`config.mk`:
```
export PLATFORM = sky130hd
export DESIGN_NAME = safecrack_btn_arbiter
export DESIGN_NICKNAME = d
export VERILOG_FILES = /design/src/rtl/safecrack_btn_arbiter.sv
export SDC_FILE = /design/constraint.sdc
export NUM_CORES = 1
export LEC_CHECK = 0
export CAP_MARGIN = 30
export CORE_MARGIN = 4
export CORE_UTILIZATION = 55
export CTS_CLUSTER_DIAMETER = 40
export DETAILED_ROUTE_END_ITERATION = 10
export PLACE_DENSITY = 0.75
export SLEW_MARGIN = 20
export SYNTH_ARGS = -nofsm -noshare
export SYNTH_HDL_FRONTEND = slang
export SYNTH_SLANG_ARGS = --single-unit
```
`constraint.sdc`:
```
create_clock -name clk -period 2.08 [get_ports clk]
set_clock_uncertainty 0.2 [all_clocks]
set_input_delay 0.624 -clock clk [delete_from_list [all_inputs] [get_ports clk]]
set_output_delay 0.624 -clock clk [all_outputs]
set_load 0.005 [all_outputs]
```
`src/rtl/safecrack_btn_arbiter.sv`:
```
// safecrack_btn_arbiter: synchroniser, debouncer and single-press arbiter for
// the three active-low safecrack buttons. Each debounced press is offered to
// the lock FSM over a valid/ready handshake. Simultaneous presses are reported
// as a conflict pulse and are not offered.
// Optional build macro: SAFECRACK_ARB_TIMEOUT_EN. When it is defined, an offer
// that is not accepted within TIMEOUT_CYCLES is dropped and the timeout output
// pulses.
module safecrack_btn_arbiter #(
   parameter int DEBOUNCE_CYCLES = 1_000_000,
   parameter int TIMEOUT_CYCLES  = 250_000_000
) (
   input  logic       clk,
   input  logic       rst,
   input  logic [2:0] btn,
   output logic       press_valid,
   output logic [2:0] press_onehot,
   input  logic       press_ready,
   output logic       conflict,
   output logic       timeout
);

   localparam int            DW      = $clog2(DEBOUNCE_CYCLES);
   localparam logic [DW-1:0] DB_LAST = DW'(DEBOUNCE_CYCLES - 1);
   localparam logic [DW-1:0] DB_ONE  = DW'(1);

   // Reject configurations the debouncer and timeout counter cannot handle.
   if (DEBOUNCE_CYCLES < 2 || TIMEOUT_CYCLES < 1) begin : g_param_err
      $error("safecrack_btn_arbiter: need DEBOUNCE_CYCLES >= 2 and TIMEOUT_CYCLES >= 1");
   end

   typedef enum logic [2:0] {
      ST_IDLE         = 3'b001,
      ST_OFFER        = 3'b010,
      ST_WAIT_RELEASE = 3'b100
   } state_t;

   // True when two or more of the three bits are set.
   function automatic logic multi_hot(input logic [2:0] v);
      return (v[0] & v[1]) | (v[0] & v[2]) | (v[1] & v[2]);
   endfunction

   logic [2:0]    sync1_r;
   logic [2:0]    sync2_r;
   logic [2:0]    pressed_s;
   logic [2:0]    stable_r;
   logic [2:0]    stable_prev_r;
   logic [2:0]    edge_r;
   logic [DW-1:0] db_cnt_r [3];

   state_t        state_r;
   state_t        state_s;
   logic          press_valid_r;
   logic          press_valid_s;
   logic [2:0]    press_onehot_r;
   logic [2:0]    press_onehot_s;
   logic          conflict_r;
   logic          conflict_s;

   // Two-flop synchroniser; released (1) on reset so no phantom press appears.
   always_ff @(posedge clk) begin
      if (rst) begin
         sync1_r <= 3'b111;
         sync2_r <= 3'b111;
      end else begin
         sync1_r <= btn;
         sync2_r <= sync1_r;
      end
   end

   assign pressed_s = ~sync2_r;

   // Per-button debounce: a level must differ for DEBOUNCE_CYCLES cycles to be taken.
   always_ff @(posedge clk) begin
      if (rst) begin
         stable_r <= 3'b000;
         for (int i = 0; i < 3; i++) begin
            db_cnt_r[i] <= '0;
         end
      end else begin
         for (int i = 0; i < 3; i++) begin
            if (pressed_s[i] == stable_r[i]) begin
               db_cnt_r[i] <= '0;
            end else if (db_cnt_r[i] == DB_LAST) begin
               stable_r[i] <= pressed_s[i];
               db_cnt_r[i] <= '0;
            end else begin
               db_cnt_r[i] <= db_cnt_r[i] + DB_ONE;
            end
         end
      end
   end

   // Registered rising-edge detect on the debounced, active-high levels.
   always_ff @(posedge clk) begin
      if (rst) begin
         stable_prev_r <= 3'b000;
         edge_r        <= 3'b000;
      end else begin
         stable_prev_r <= stable_r;
         edge_r        <= stable_r & ~stable_prev_r;
      end
   end

`ifdef SAFECRACK_ARB_TIMEOUT_EN
   localparam int            TW       = (TIMEOUT_CYCLES > 1) ? $clog2(TIMEOUT_CYCLES) : 1;
   localparam logic [TW-1:0] TMO_LAST = TW'(TIMEOUT_CYCLES - 1);
   localparam logic [TW-1:0] TMO_ONE  = TW'(1);

   logic [TW-1:0] tmo_cnt_r;
   logic [TW-1:0] tmo_cnt_s;
   logic          timeout_r;
   logic          timeout_s;

   // Arbiter next state and next outputs; a handshake beats an expiring timeout.
   always_comb begin
      state_s        = state_r;
      press_valid_s  = press_valid_r;
      press_onehot_s = press_onehot_r;
      conflict_s     = 1'b0;
      timeout_s      = 1'b0;
      tmo_cnt_s      = tmo_cnt_r;
      case (state_r)
         ST_IDLE: begin
            if (multi_hot(edge_r)) begin
               conflict_s = 1'b1;
               state_s    = ST_WAIT_RELEASE;
            end else if (edge_r != 3'b000) begin
               press_valid_s  = 1'b1;
               press_onehot_s = edge_r;
               tmo_cnt_s      = '0;
               state_s        = ST_OFFER;
            end else begin
               state_s = ST_IDLE;
            end
         end
         ST_OFFER: begin
            if (press_valid_r && press_ready) begin
               press_valid_s  = 1'b0;
               press_onehot_s = 3'b000;
               state_s        = ST_WAIT_RELEASE;
            end else if (tmo_cnt_r == TMO_LAST) begin
               press_valid_s  = 1'b0;
               press_onehot_s = 3'b000;
               timeout_s      = 1'b1;
               state_s        = ST_WAIT_RELEASE;
            end else begin
               tmo_cnt_s = tmo_cnt_r + TMO_ONE;
            end
         end
         ST_WAIT_RELEASE: begin
            if (stable_r == 3'b000) begin
               state_s = ST_IDLE;
            end else begin
               state_s = ST_WAIT_RELEASE;
            end
         end
         default: begin
            state_s        = ST_IDLE;
            press_valid_s  = 1'b0;
            press_onehot_s = 3'b000;
         end
      endcase
   end

   // Offer timeout counter and the registered timeout pulse.
   always_ff @(posedge clk) begin
      if (rst) begin
         tmo_cnt_r <= '0;
         timeout_r <= 1'b0;
      end else begin
         tmo_cnt_r <= tmo_cnt_s;
         timeout_r <= timeout_s;
      end
   end

   assign timeout = timeout_r;
`else
   // Arbiter next state and next outputs; an offer is held until accepted.
   always_comb begin
      state_s        = state_r;
      press_valid_s  = press_valid_r;
      press_onehot_s = press_onehot_r;
      conflict_s     = 1'b0;
      case (state_r)
         ST_IDLE: begin
            if (multi_hot(edge_r)) begin
               conflict_s = 1'b1;
               state_s    = ST_WAIT_RELEASE;
            end else if (edge_r != 3'b000) begin
               press_valid_s  = 1'b1;
               press_onehot_s = edge_r;
               state_s        = ST_OFFER;
            end else begin
               state_s = ST_IDLE;
            end
         end
         ST_OFFER: begin
            if (press_valid_r && press_ready) begin
               press_valid_s  = 1'b0;
               press_onehot_s = 3'b000;
               state_s        = ST_WAIT_RELEASE;
            end else begin
               state_s = ST_OFFER;
            end
         end
         ST_WAIT_RELEASE: begin
            if (stable_r == 3'b000) begin
               state_s = ST_IDLE;
            end else begin
               state_s = ST_WAIT_RELEASE;
            end
         end
         default: begin
            state_s        = ST_IDLE;
            press_valid_s  = 1'b0;
            press_onehot_s = 3'b000;
         end
      endcase
   end

   assign timeout = 1'b0;
`endif

   // Arbiter state and registered handshake/conflict outputs.
   always_ff @(posedge clk) begin
      if (rst) begin
         state_r        <= ST_IDLE;
         press_valid_r  <= 1'b0;
         press_onehot_r <= 3'b000;
         conflict_r     <= 1'b0;
      end else begin
         state_r        <= state_s;
         press_valid_r  <= press_valid_s;
         press_onehot_r <= press_onehot_s;
         conflict_r     <= conflict_s;
      end
   end

   assign press_valid  = press_valid_r;
   assign press_onehot = press_onehot_r;
   assign conflict     = conflict_r;

endmodule

```
==> flow_summary.yaml <==
run_status:
  status: "finished with violations"
  violations: "setup timing"
critical_path:
  path_class: "flip-flop to flip-flop"
  critPathRequiredTime_ns: 2.10
  cp_slowest_cell: "or4_4"
  crit_chain: "ha_2 -> nand3_2 -> or4_4 -> or4_4 -> a21oi_2"
  slowest_delay_ns: 0.50
  cp_max_fo: 7
  end_kind: "flip-flop"
  crit_top_cell: "or4_4"
  crit_arrival_ns: 2.16
  start_kind: "flip-flop"
synthesis:
  yosysTopAreaCell: "edfxtp_1"
  ys_seq_area_share_pct: 54.2
  synthTopCellsByCount: "edfxtp_1, nor2_1, a21oi_1"
  ys_async_sr_fraction_pct: 0
  synth_ff_type: "edfxtp_1"
  synthCells: 400
  synth_area_per_cell_um2: 10.4
  yosysWarnings: 0
  netlist.area_leader.share_pct: 43.2
  yosysMostFrequentCell: "edfxtp_1"
  yosys_register_bits: 83
  syn_area_um2: 4170
  synth_edf_count: 60
  synth.area.top_cells: "edfxtp_1, dfxtp_1, xor2_1"
  synthDistinctLibCells: 49
route:
  drc: 0
  drt_iter0_markers: 149
  ant_nets: 0
  vias_per_cell: 5.36
  via_count: 3355
  wl_mm: 8.49
  routedWlPerCell_um: 13.6
  dr.pass1.iters: 4
sta:
  hold_viol: 0
  fin_crit_ns: 2.14
  min_period_over_period_pct: 103
  setup_slack_ns: -0.0585
  holdWs_ns: 0.178
  setup_viol: 19
  drv_slew: 0
  max_freq_mhz: 468
  grt_setup_unrepaired: "yes"
global_routing:
  grt_overflow: 0
  track_usage_pct: 19.8
  grt_max_degree: 20
  grt_pass1_vias: 3285
  antenna_found_initial: 0
  grt_pass1_wl_mm: 14.0
clocking:
  clk_latency_ns: 0.37
  numCtsBuffers: 9
  cts_hold_buf: 0
  clkTransAtPathRegs_ns: 0.08
  clock-root-buffer: "clkbuf_8"
  cts_max_level: 3
  clock_path_buffers: 2
  cts_tree: "yes"
  clkSinkCount: 83
final_layout:
  diodes: 0
  finalNetCount: 532
  area_growth_pct: 29.2
  regArea_um2: 2260
  drive_gt1_share_pct: 19.2
  finalInstanceArea_um2: 5390
  n_fill_cell: 523
  multi_input_area_um2: 2090
placed_design:
  postPlaceCellArea_um2: 4940
  io_buffers: 10
  hpwlAfterDp_mm: 5.64
  dp_slack_ns: -0.0650
  gp_congestion: 0.849
run:
  cap_violations: 0
floorplan:
  io_pins: 12
  fp.dieW_um: 95.1
  start_util_pct: 56.9
  die_h_um: 95.1
  dieArea_um2: 9040
  core_um2: 7330
  rows: 31
hold_path:
  min_path_type: "flip-flop to flip-flop"
power_and_ir_drop:
  p_leak_uw: 0.00203
  ir_drop_v: 0.000416
  p_per_area_nw_per_um2: 665
-- report_power, final --
group          switching (uW)  leakage [uW]  internal (uW)
sequential               43.9      0.000806           1830
clock                     570      0.000133            937
combinational             107       0.00109           99.2
total                     721       0.00203           2860
-- area by class of cell --
cell class              count  area share, %
repair buffers             69           11.2
flip-flops and latches     83           42.0
inverters                  12          0.836
multi-input cells         348           38.7
clock inverters             3           1.67
well taps                  99           2.30
clock buffers              12           3.30
-- critical path: cells and delay by family (launching register included) --
kind,cells,cell delay [ns]
simple gates,3,1.08
flops,1,0.37
fa+ha+maj,1,0.20
compound gates,1,0.14
-- kinds of logic after synthesis --
group,after synthesis,share of synthesized area [%]
simple gates,179,23.7
compound gates,66,9.93
fa+ha+maj,4,1.14
mux,1,0.240
buf+inv,28,2.82
xor+xnor,37,7.77
flops,83,54.2
other cells,2,0.180
-- stage by stage --
step	power (uW)	TNS [ns]	cells	utilization, %
final	3580	-0.663	626	73.5
after global routing	3710	-2.34	626	73.5
after CTS	3600	-0.00538	615	71.3
after detailed placement	2090	-1.16	598	67.3
after global placement	2080	-0.497	598	67.3
after floorplan	2010	-0.0653	459	-
-- flip-flops by register name (all words and copies together), names as in the netlist --
register       flops
stable_r           3
conflict           1
db_cnt_r          60
press_onehot       3
sync1_r            3
stable_prev_r      3
sync2_r            3
state_r            3
edge_r             3
press_valid        1
-- metal layers --
layer	up-vias	GRT usage, %	part of all wire, %
met4	0	6.01	1.8
met5	-	0	0
met2	66	34.1	50
li1	1669	-	-
met1	1602	23.6	44
met3	18	6.24	4.0
-- placed cells by master, fill, tap and decap left out, types with 3 or more instances in the layout --
master / instances
a21oi_1: 24
and2_1: 4
and3_1: 3
and4_1: 6
buf_4: 53
buf_6: 3
bufinv_16: 3
clkbuf_16: 3
clkbuf_8: 9
clkdlybuf4s50_1: 7
conb_1: 61
dfxtp_1: 22
dlymetal6s2s_1: 3
edfxtp_1: 60
inv_1: 12
nand2_1: 23
nand2b_1: 5
nand3_1: 15
nand4_1: 13
nor2_1: 44
nor2b_1: 4
nor3_1: 10
nor4_1: 3
nor4b_1: 3
o21ai_0: 14
o2bb2ai_1: 3
o31ai_1: 9
or2_2: 8
or3_1: 13
or4_1: 10
xnor2_1: 16
xor2_1: 20
-- timing repair --
action / in CTS / in global routing
pin swaps: 1 / 8
endpoints found under the setup margin: 12 / 43
resized for setup: 3 / 16
buffers inserted: 2 / 9
gates cloned: 0 / 2
-- worst paths after layout --
check	to	cells past startpoint	from	slack [ns]
setup / recovery	db_cnt_r[2][18]$_SDFFCE_PN0P_	5	db_cnt_r[2][0]$_SDFFCE_PN0P_	-0.06
hold / removal	edge_r[0]$_SDFF_PP0_	1	stable_prev_r[0]$_SDFF_PP0_	0.18
setup reg to reg	db_cnt_r[2][18]$_SDFFCE_PN0P_	5	db_cnt_r[2][0]$_SDFFCE_PN0P_	-0.06
hold reg to reg	edge_r[0]$_SDFF_PP0_	1	stable_prev_r[0]$_SDFF_PP0_	0.18
Power figures use the tool's default switching activity.
